$ cat src/rtl/clock_pkg.sv
// Shared types and helpers for the multi-alarm clock: slot states, BCD field
// widths, load validation and a modulo-60 BCD incrementer.
package clock_pkg;

  localparam int H_W = 6;
  localparam int M_W = 7;
  localparam int S_W = 7;

  typedef enum logic [1:0] {
    IDLE,
    RINGING,
    SNOOZED
  } slot_state_t;

  function automatic logic bcd_time_ok(input logic [H_W-1:0] h, input logic [M_W-1:0] m);
    logic h_ok;
    logic m_ok;
    h_ok = (h[3:0] <= 4'd9) &&
           ((h[5:4] < 2'd2) || ((h[5:4] == 2'd2) && (h[3:0] <= 4'd3)));
    m_ok = (m[3:0] <= 4'd9) && (m[6:4] <= 3'd5);
    return h_ok && m_ok;
  endfunction

  // Result is {carry_out, next_value}; carry set on the 59 -> 00 wrap.
  function automatic logic [7:0] bcd_inc60(input logic [6:0] v);
    if (v[3:0] != 4'd9)
      return {1'b0, v[6:4], v[3:0] + 4'd1};
    else if (v[6:4] != 3'd5)
      return {1'b0, v[6:4] + 3'd1, 4'd0};
    else
      return {1'b1, 7'd0};
  endfunction

endpackage

$ cat src/rtl/alarm_slot.sv
// One alarm slot: programmed HH:MM, enable bit and the IDLE/RINGING/SNOOZED
// state machine with its snooze-countdown and ring-duration counters.
module alarm_slot
  import clock_pkg::*;
#(
  parameter int SNOOZE_S = 300,
  parameter int RING_S   = 60
) (
  input  logic           clk,
  input  logic           i_rst_n,
  input  logic           i_tick,
  input  logic [H_W-1:0] i_h,
  input  logic [M_W-1:0] i_m,
  input  logic [S_W-1:0] i_s,
  input  logic           i_ld,
  input  logic [H_W-1:0] i_ld_h,
  input  logic [M_W-1:0] i_ld_m,
  input  logic           i_en_we,
  input  logic           i_en_val,
  input  logic           i_snooze,
  input  logic           i_stop,
  output logic           o_ringing
);

  localparam logic [11:0] SNZ_INIT  = 12'(SNOOZE_S);
  localparam logic [7:0]  RING_LAST = 8'(RING_S - 1);

  slot_state_t    r_state;
  logic           r_en;
  logic [H_W-1:0] r_alm_h;
  logic [M_W-1:0] r_alm_m;
  logic [11:0]    r_snz_cnt;
  logic [7:0]     r_ring_cnt;

  logic w_match;
  logic w_force_idle;

  // i_h/i_m/i_s carry the time as it will read after this tick.
  assign w_match      = r_en && i_tick && (i_h == r_alm_h) && (i_m == r_alm_m) && (i_s == '0);
  assign w_force_idle = i_ld | (i_en_we & ~i_en_val);

  always_ff @(posedge clk or negedge i_rst_n) begin
    if (!i_rst_n) begin
      r_state    <= IDLE;
      r_en       <= 1'b0;
      r_alm_h    <= '0;
      r_alm_m    <= '0;
      r_snz_cnt  <= '0;
      r_ring_cnt <= '0;
    end else begin
      if (i_en_we) r_en <= i_en_val;
      if (i_ld) begin
        r_alm_h <= i_ld_h;
        r_alm_m <= i_ld_m;
      end
      if (w_force_idle) begin
        r_state <= IDLE;
      end else begin
        case (r_state)
          IDLE: begin
            if (w_match) begin
              r_state    <= RINGING;
              r_ring_cnt <= '0;
            end
          end
          RINGING: begin
            if (i_stop) begin
              r_state <= IDLE;
            end else if (i_snooze) begin
              r_state   <= SNOOZED;
              r_snz_cnt <= SNZ_INIT;
            end else if (i_tick) begin
              if (r_ring_cnt == RING_LAST) r_state <= IDLE;
              else r_ring_cnt <= r_ring_cnt + 8'd1;
            end
          end
          SNOOZED: begin
            if (i_stop) begin
              r_state <= IDLE;
            end else if (i_tick) begin
              if (r_snz_cnt == 12'd1) begin
                r_state    <= RINGING;
                r_ring_cnt <= '0;
              end else begin
                r_snz_cnt <= r_snz_cnt - 12'd1;
              end
            end
          end
          default: r_state <= IDLE;
        endcase
      end
    end
  end

  assign o_ringing = (r_state == RINGING);

endmodule

$ cat src/rtl/multi_alarm_clock.sv
// 24-hour BCD clock with a per-second divider, load validation and
// NUM_ALARMS alarm slots merged onto one alarm line by a priority encoder.
module multi_alarm_clock
  import clock_pkg::*;
#(
  parameter int CLK_DIV    = 10,
  parameter int NUM_ALARMS = 4,
  parameter int SNOOZE_S   = 300,
  parameter int RING_S     = 60,
  localparam int SEL_W     = (NUM_ALARMS > 1) ? $clog2(NUM_ALARMS) : 1
) (
  input  logic             clk,
  input  logic             reset,
  input  logic [H_W-1:0]   h_in,
  input  logic [M_W-1:0]   m_in,
  input  logic             ld_time,
  input  logic             ld_alarm,
  input  logic [SEL_W-1:0] alarm_sel,
  input  logic             al_en_we,
  input  logic             al_en_val,
  input  logic             snooze,
  input  logic             stop,
  output logic [H_W-1:0]   h_out,
  output logic [M_W-1:0]   m_out,
  output logic [S_W-1:0]   s_out,
  output logic             sec_tick,
  output logic             alarm,
  output logic [SEL_W-1:0] alarm_id,
  output logic             ld_err
);

  localparam int               DIV_W    = $clog2(CLK_DIV);
  localparam logic [DIV_W-1:0] DIV_LAST = DIV_W'(CLK_DIV - 1);

  logic [DIV_W-1:0] r_div;
  logic             r_tick;
  logic             r_ld_err;
  logic [H_W-1:0]   r_h;
  logic [M_W-1:0]   r_m;
  logic [S_W-1:0]   r_s;

  logic [DIV_W-1:0]      w_div_next;
  logic                  w_ld_ok;
  logic                  w_ld_time_ok;
  logic                  w_slot_tick;
  logic [7:0]            w_s_step;
  logic [7:0]            w_m_step;
  logic [H_W-1:0]        w_h_inc;
  logic [NUM_ALARMS-1:0] w_ringing;
  logic [SEL_W-1:0]      w_alarm_id;

  assign w_ld_ok      = bcd_time_ok(h_in, m_in);
  assign w_ld_time_ok = ld_time & w_ld_ok;
  // A valid time load swallows a coincident tick, so slots never see it.
  assign w_slot_tick  = r_tick & ~w_ld_time_ok;
  assign w_div_next   = (w_ld_time_ok || (r_div == DIV_LAST)) ? '0 : r_div + 1'b1;

  always_comb begin
    w_s_step = bcd_inc60(r_s);
    w_m_step = w_s_step[7] ? bcd_inc60(r_m) : {1'b0, r_m};
    w_h_inc  = r_h;
    if (w_m_step[7]) begin
      if (r_h == 6'h23)         w_h_inc = '0;
      else if (r_h[3:0] == 4'd9) w_h_inc = {r_h[5:4] + 2'd1, 4'd0};
      else                       w_h_inc = {r_h[5:4], r_h[3:0] + 4'd1};
    end
  end

  always_ff @(posedge clk or negedge reset) begin
    if (!reset) begin
      r_div    <= '0;
      r_tick   <= 1'b0;
      r_ld_err <= 1'b0;
      r_h      <= '0;
      r_m      <= '0;
      r_s      <= '0;
    end else begin
      r_div    <= w_div_next;
      r_tick   <= (w_div_next == DIV_LAST);
      r_ld_err <= (ld_time | ld_alarm) & ~w_ld_ok;
      if (w_ld_time_ok) begin
        r_h <= h_in;
        r_m <= m_in;
        r_s <= '0;
      end else if (r_tick) begin
        r_h <= w_h_inc;
        r_m <= w_m_step[6:0];
        r_s <= w_s_step[6:0];
      end
    end
  end

  generate
    for (genvar gi = 0; gi < NUM_ALARMS; gi++) begin : g_slot
      alarm_slot #(
        .SNOOZE_S (SNOOZE_S),
        .RING_S   (RING_S)
      ) u_slot (
        .clk       (clk),
        .i_rst_n   (reset),
        .i_tick    (w_slot_tick),
        .i_h       (w_h_inc),
        .i_m       (w_m_step[6:0]),
        .i_s       (w_s_step[6:0]),
        .i_ld      (ld_alarm & w_ld_ok & (alarm_sel == SEL_W'(gi))),
        .i_ld_h    (h_in),
        .i_ld_m    (m_in),
        .i_en_we   (al_en_we & (alarm_sel == SEL_W'(gi))),
        .i_en_val  (al_en_val),
        .i_snooze  (snooze),
        .i_stop    (stop),
        .o_ringing (w_ringing[gi])
      );
    end
  endgenerate

  always_comb begin
    w_alarm_id = '0;
    for (int i = NUM_ALARMS - 1; i >= 0; i--) begin
      if (w_ringing[i]) w_alarm_id = SEL_W'(i);
    end
  end

  assign alarm    = |w_ringing;
  assign alarm_id = w_alarm_id;
  assign h_out    = r_h;
  assign m_out    = r_m;
  assign s_out    = r_s;
  assign sec_tick = r_tick;
  assign ld_err   = r_ld_err;

endmodule

$ cat config.mk
export PLATFORM = sky130hd
export DESIGN_NAME = multi_alarm_clock
export DESIGN_NICKNAME = d
export VERILOG_FILES = /design/src/rtl/clock_pkg.sv /design/src/rtl/alarm_slot.sv /design/src/rtl/multi_alarm_clock.sv
export SDC_FILE = /design/constraint.sdc
export NUM_CORES = 1
export LEC_CHECK = 0
export BUFFER_PORTS_ARGS = -buffer_cell sky130_fd_sc_hd__buf_4
export CORE_UTILIZATION = 38
export CTS_BUF_LIST = sky130_fd_sc_hd__clkbuf_4 sky130_fd_sc_hd__clkbuf_8 sky130_fd_sc_hd__clkbuf_16
export DETAILED_ROUTE_END_ITERATION = 8
export PLACE_DENSITY = 0.61
export SKIP_LAST_GASP = 1
export SLEW_MARGIN = 15
export SYNTH_ARGS = -nofsm -noshare
export SYNTH_HDL_FRONTEND = slang
export SYNTH_SLANG_ARGS = --single-unit
$ cat constraint.sdc
create_clock -name clk -period 6.31 [get_ports clk]
set_clock_uncertainty 0.05 [all_clocks]
set_input_delay 0.3155 -clock clk [delete_from_list [all_inputs] [get_ports clk]]
set_output_delay 0.3155 -clock clk [all_outputs]
set_load 0.05 [all_outputs]
==> flow_metrics.tcl <==
set metrics [dict create \
    outcome "finished, violations left" \
    violations "negative hold slack" \
    cp_max_fo 12 \
    numCtsBuffers 17 \
    cts-resized-gates 0 \
    first_global_vias 8224 \
    yosysTopAreaCell "dfrtp_1" \
    holdWs_ns -0.0166 \
    cellLeakagePower_nw 4.79 \
    power_density_mw_per_mm2 339 \
    diodes 0 \
    cp.required_ns 6.64 \
    rr_endpoint "g_slot[1].u_slot.r_ring_cnt[0]" \
    setup_tns_ns 0 \
    cts_setup_buffers 0 \
    hpwl_mm 18.4 \
    max_slew_margin 0.322 \
    ys_seq_elements 170 \
    drc_errors 0 \
    num-nets-final 1191 \
    antenna_found_initial 0 \
    setup_viol 0 \
    hold_viol 27 \
    synth.area.top_cells "dfrtp_1, mux2_2, o21ai_0" \
    clock.fmax_mhz 237 \
    synth_nets 1166 \
    setup_slack_ns 2.08 \
    cp.arrival_ns 4.56 \
    power.total_mw 3.88 \
    synth_edf_count 0 \
    maxCapViolCount 0 \
    path_class "reg -> reg" \
    fin_crit_ns 4.23 \
    cts_root_buffer "clkbuf_16" \
    synth_cell_types 75 \
    cts_tree "built" \
    r2r_slack_ns 2.08 \
    io_pins 48 \
    layout_worst_path_cycle_share 0.670 \
    grt_max_degree 108 \
    gp_congestion 0.909 \
    endpoint_kind "register" \
    drt_pass1_iterations 5 \
    ys_seq_area_frac 0.417 \
    initial_core_util 0.390 \
    post-route-util 0.436 \
    drive_above_1_share 0.138 \
    grt_pass1_wl_mm 43.5 \
    clock_path_buffers 2 \
    postSynthAreaPerCell_um2 9.10 \
    critPathLaunchType "register" \
    wire_per_inst_um 17.3 \
    synth_top_area_share 0.417 \
    floorplan.die_area_mm2 0.0275 \
    peakVddDrop_mv 0.229 \
    die_h_um 166 \
    syn_inst 1122 \
    ctsHoldBuffers 0 \
    rsz0062_at_grt "false" \
    reg2reg_from "m_out[0]" \
    clock-sinks 170 \
    dp_slack_ns 2.15 \
    wirelength_mm 25.9 \
    coreArea_mm2 0.0262 \
    drt-initial-drc-count 621 \
    port_buffers 47 \
    clk_pin_slew_ns 0.08 \
    grt_usage 0.197 \
    ys_warn_count 0 \
    htreeDepth 4 \
    worst_pin_slew_ns 1.02 \
    num_vias 8400 \
    avgViaCountPerCell 5.62 \
    die_x_um 166 \
    slew_violations 0 \
    hold_path.class "in -> async" \
    ant_nets 0 \
    synth_flop_cell "dfrtp_1" \
    clk-insertion-delay-late_ns 0.44 \
    row_count 59 \
    area_growth_pct 11.9 \
    syn-cell-area_mm2 0.0102 \
    async_reset_ff_frac 1.00 \
    r2r_cells 10 \
    grt.overflow.total 0 \
]
-- kinds of logic (layout without fill, tap and decap cells) --
group,count (synthesis),count (layout),share of synthesized area
DFF,170,170,0.417
and+or+nand+nor,446,446,0.225
AOI/OAI and AO/OA,269,269,0.173
xor gates and xnor gates,55,55,0.0472
buffers and inverters,89,127,0.0347
muxes,72,72,0.0775
adders and majority gates,21,21,0.0257
-- state kept, by name, indices dropped and copies added, names as in the netlist --
| name | flops |
|---|---|
| g_slot.u_slot.r_alm_h | 24 |
| g_slot.u_slot.r_alm_m | 28 |
| g_slot.u_slot.r_en | 4 |
| g_slot.u_slot.r_ring_cnt | 32 |
| g_slot.u_slot.r_snz_cnt | 48 |
| g_slot.u_slot.r_state | 8 |
| h_out | 6 |
| ld_err | 1 |
| m_out | 7 |
| r_div | 4 |
| s_out | 7 |
| sec_tick | 1 |
-- layout by cell type (no fill, tap or decap), drive strengths merged, types with 7 or more instances in the layout --
cell type	count
xor2	20
o41ai	7
nor4	22
mux2	53
nor3	44
xnor2	35
buf	52
a21o	13
o31ai	16
and2	10
nand4	10
mux2i	19
a211oi	13
or4	9
nand3	40
and3	7
a31oi	15
clkbuf	17
nor2	106
dfrtp	170
nand2	112
inv	52
nand3b	12
nor2b	15
o21ai	94
nor3b	7
o211ai	9
ha	21
nand2b	8
or3	16
a21oi	47
-- synth_stat cells (all sizes together), types with 7 or more instances --
library cell and number:
nand3 40, a21oi 47, xor2 20, nand4 10, clkbuf 31, nand2 112
nand2b 8, o21ai 94, o211ai 9, mux2 53, o31ai 16, nor3b 7
mux2i 19, or3 16, or4 9, inv 43, o41ai 7, nor2 106
xnor2 35, a21o 13, ha 21, nor4 22, nand3b 12, nor2b 15
and2 10, dfrtp 170, and3 7, nor3 44, a211oi 13, a31oi 15
buf 15
-- where the power goes --
| group | internal, mW | switching (mW) |
|---|---|---|
| combinational | 0.496 | 0.756 |
| clock | 0.568 | 0.507 |
| sequential | 1.29 | 0.261 |
| total | 2.35 | 1.52 |
-- how the worst max path moves through the flow --
| stage | cells after the start | from | end |
|---|---|---|---|
| after floorplan | 10 | s_out[0] | g_slot[1].u_slot.r_ring_cnt[6] |
| after global placement | 10 | m_out[0] | g_slot[1].u_slot.r_ring_cnt[0] |
| after detailed placement | 10 | m_out[0] | g_slot[1].u_slot.r_ring_cnt[0] |
| after CTS | 10 | m_out[0] | g_slot[1].u_slot.r_ring_cnt[0] |
| after global routing | 10 | m_out[0] | g_slot[0].u_slot.r_ring_cnt[1] |
| final | 10 | m_out[0] | g_slot[1].u_slot.r_ring_cnt[0] |
-- cell type report --
type / count / area, um2
Fill cell: 2521 / 14800
Clock buffer: 17 / 425
Timing Repair Buffer: 52 / 394
Tap cell: 335 / 419
Inverter: 43 / 161
Clock inverter: 15 / 173
Multi-Input combinational cell: 863 / 5600
Sequential cell: 170 / 4250
-- worst max-delay path, cell delays in order (launching register included) --
cell	delay, ns
dfrtp_1	0.58
ha_1	0.23
nand3b_1	0.24
nor4_1	0.83
mux2i_1	0.63
xnor2_1	0.13
a211oi_1	0.43
nand4_4	0.29
a21oi_2	0.32
a21boi_0	0.30
a21o_1	0.15
-- stage by stage --
step / hold slack (ns) / instance area [um2] / std cells
4_1_cts: 0.0293 / 11400 / 1495
6_report: -0.0166 / 11400 / 1495
2_1_floorplan: -0.0301 / 10200 / 1122
3_5_place_dp: 0.418 / 10800 / 1463
5_1_grt: 0.0525 / 11400 / 1495
3_3_place_gp: 0.410 / 10800 / 1463
-- layer usage --
metal | vias to the layer above | global-route usage | wire [um]
li1 | 4123 | - | -
met4 | 0 | 0.0610 | 452
met1 | 4092 | 0.263 | 12100
met2 | 152 | 0.326 | 12400
met5 | - | 0 | 0
met3 | 33 | 0.0324 | 968
(Power assumes the default switching activity.)
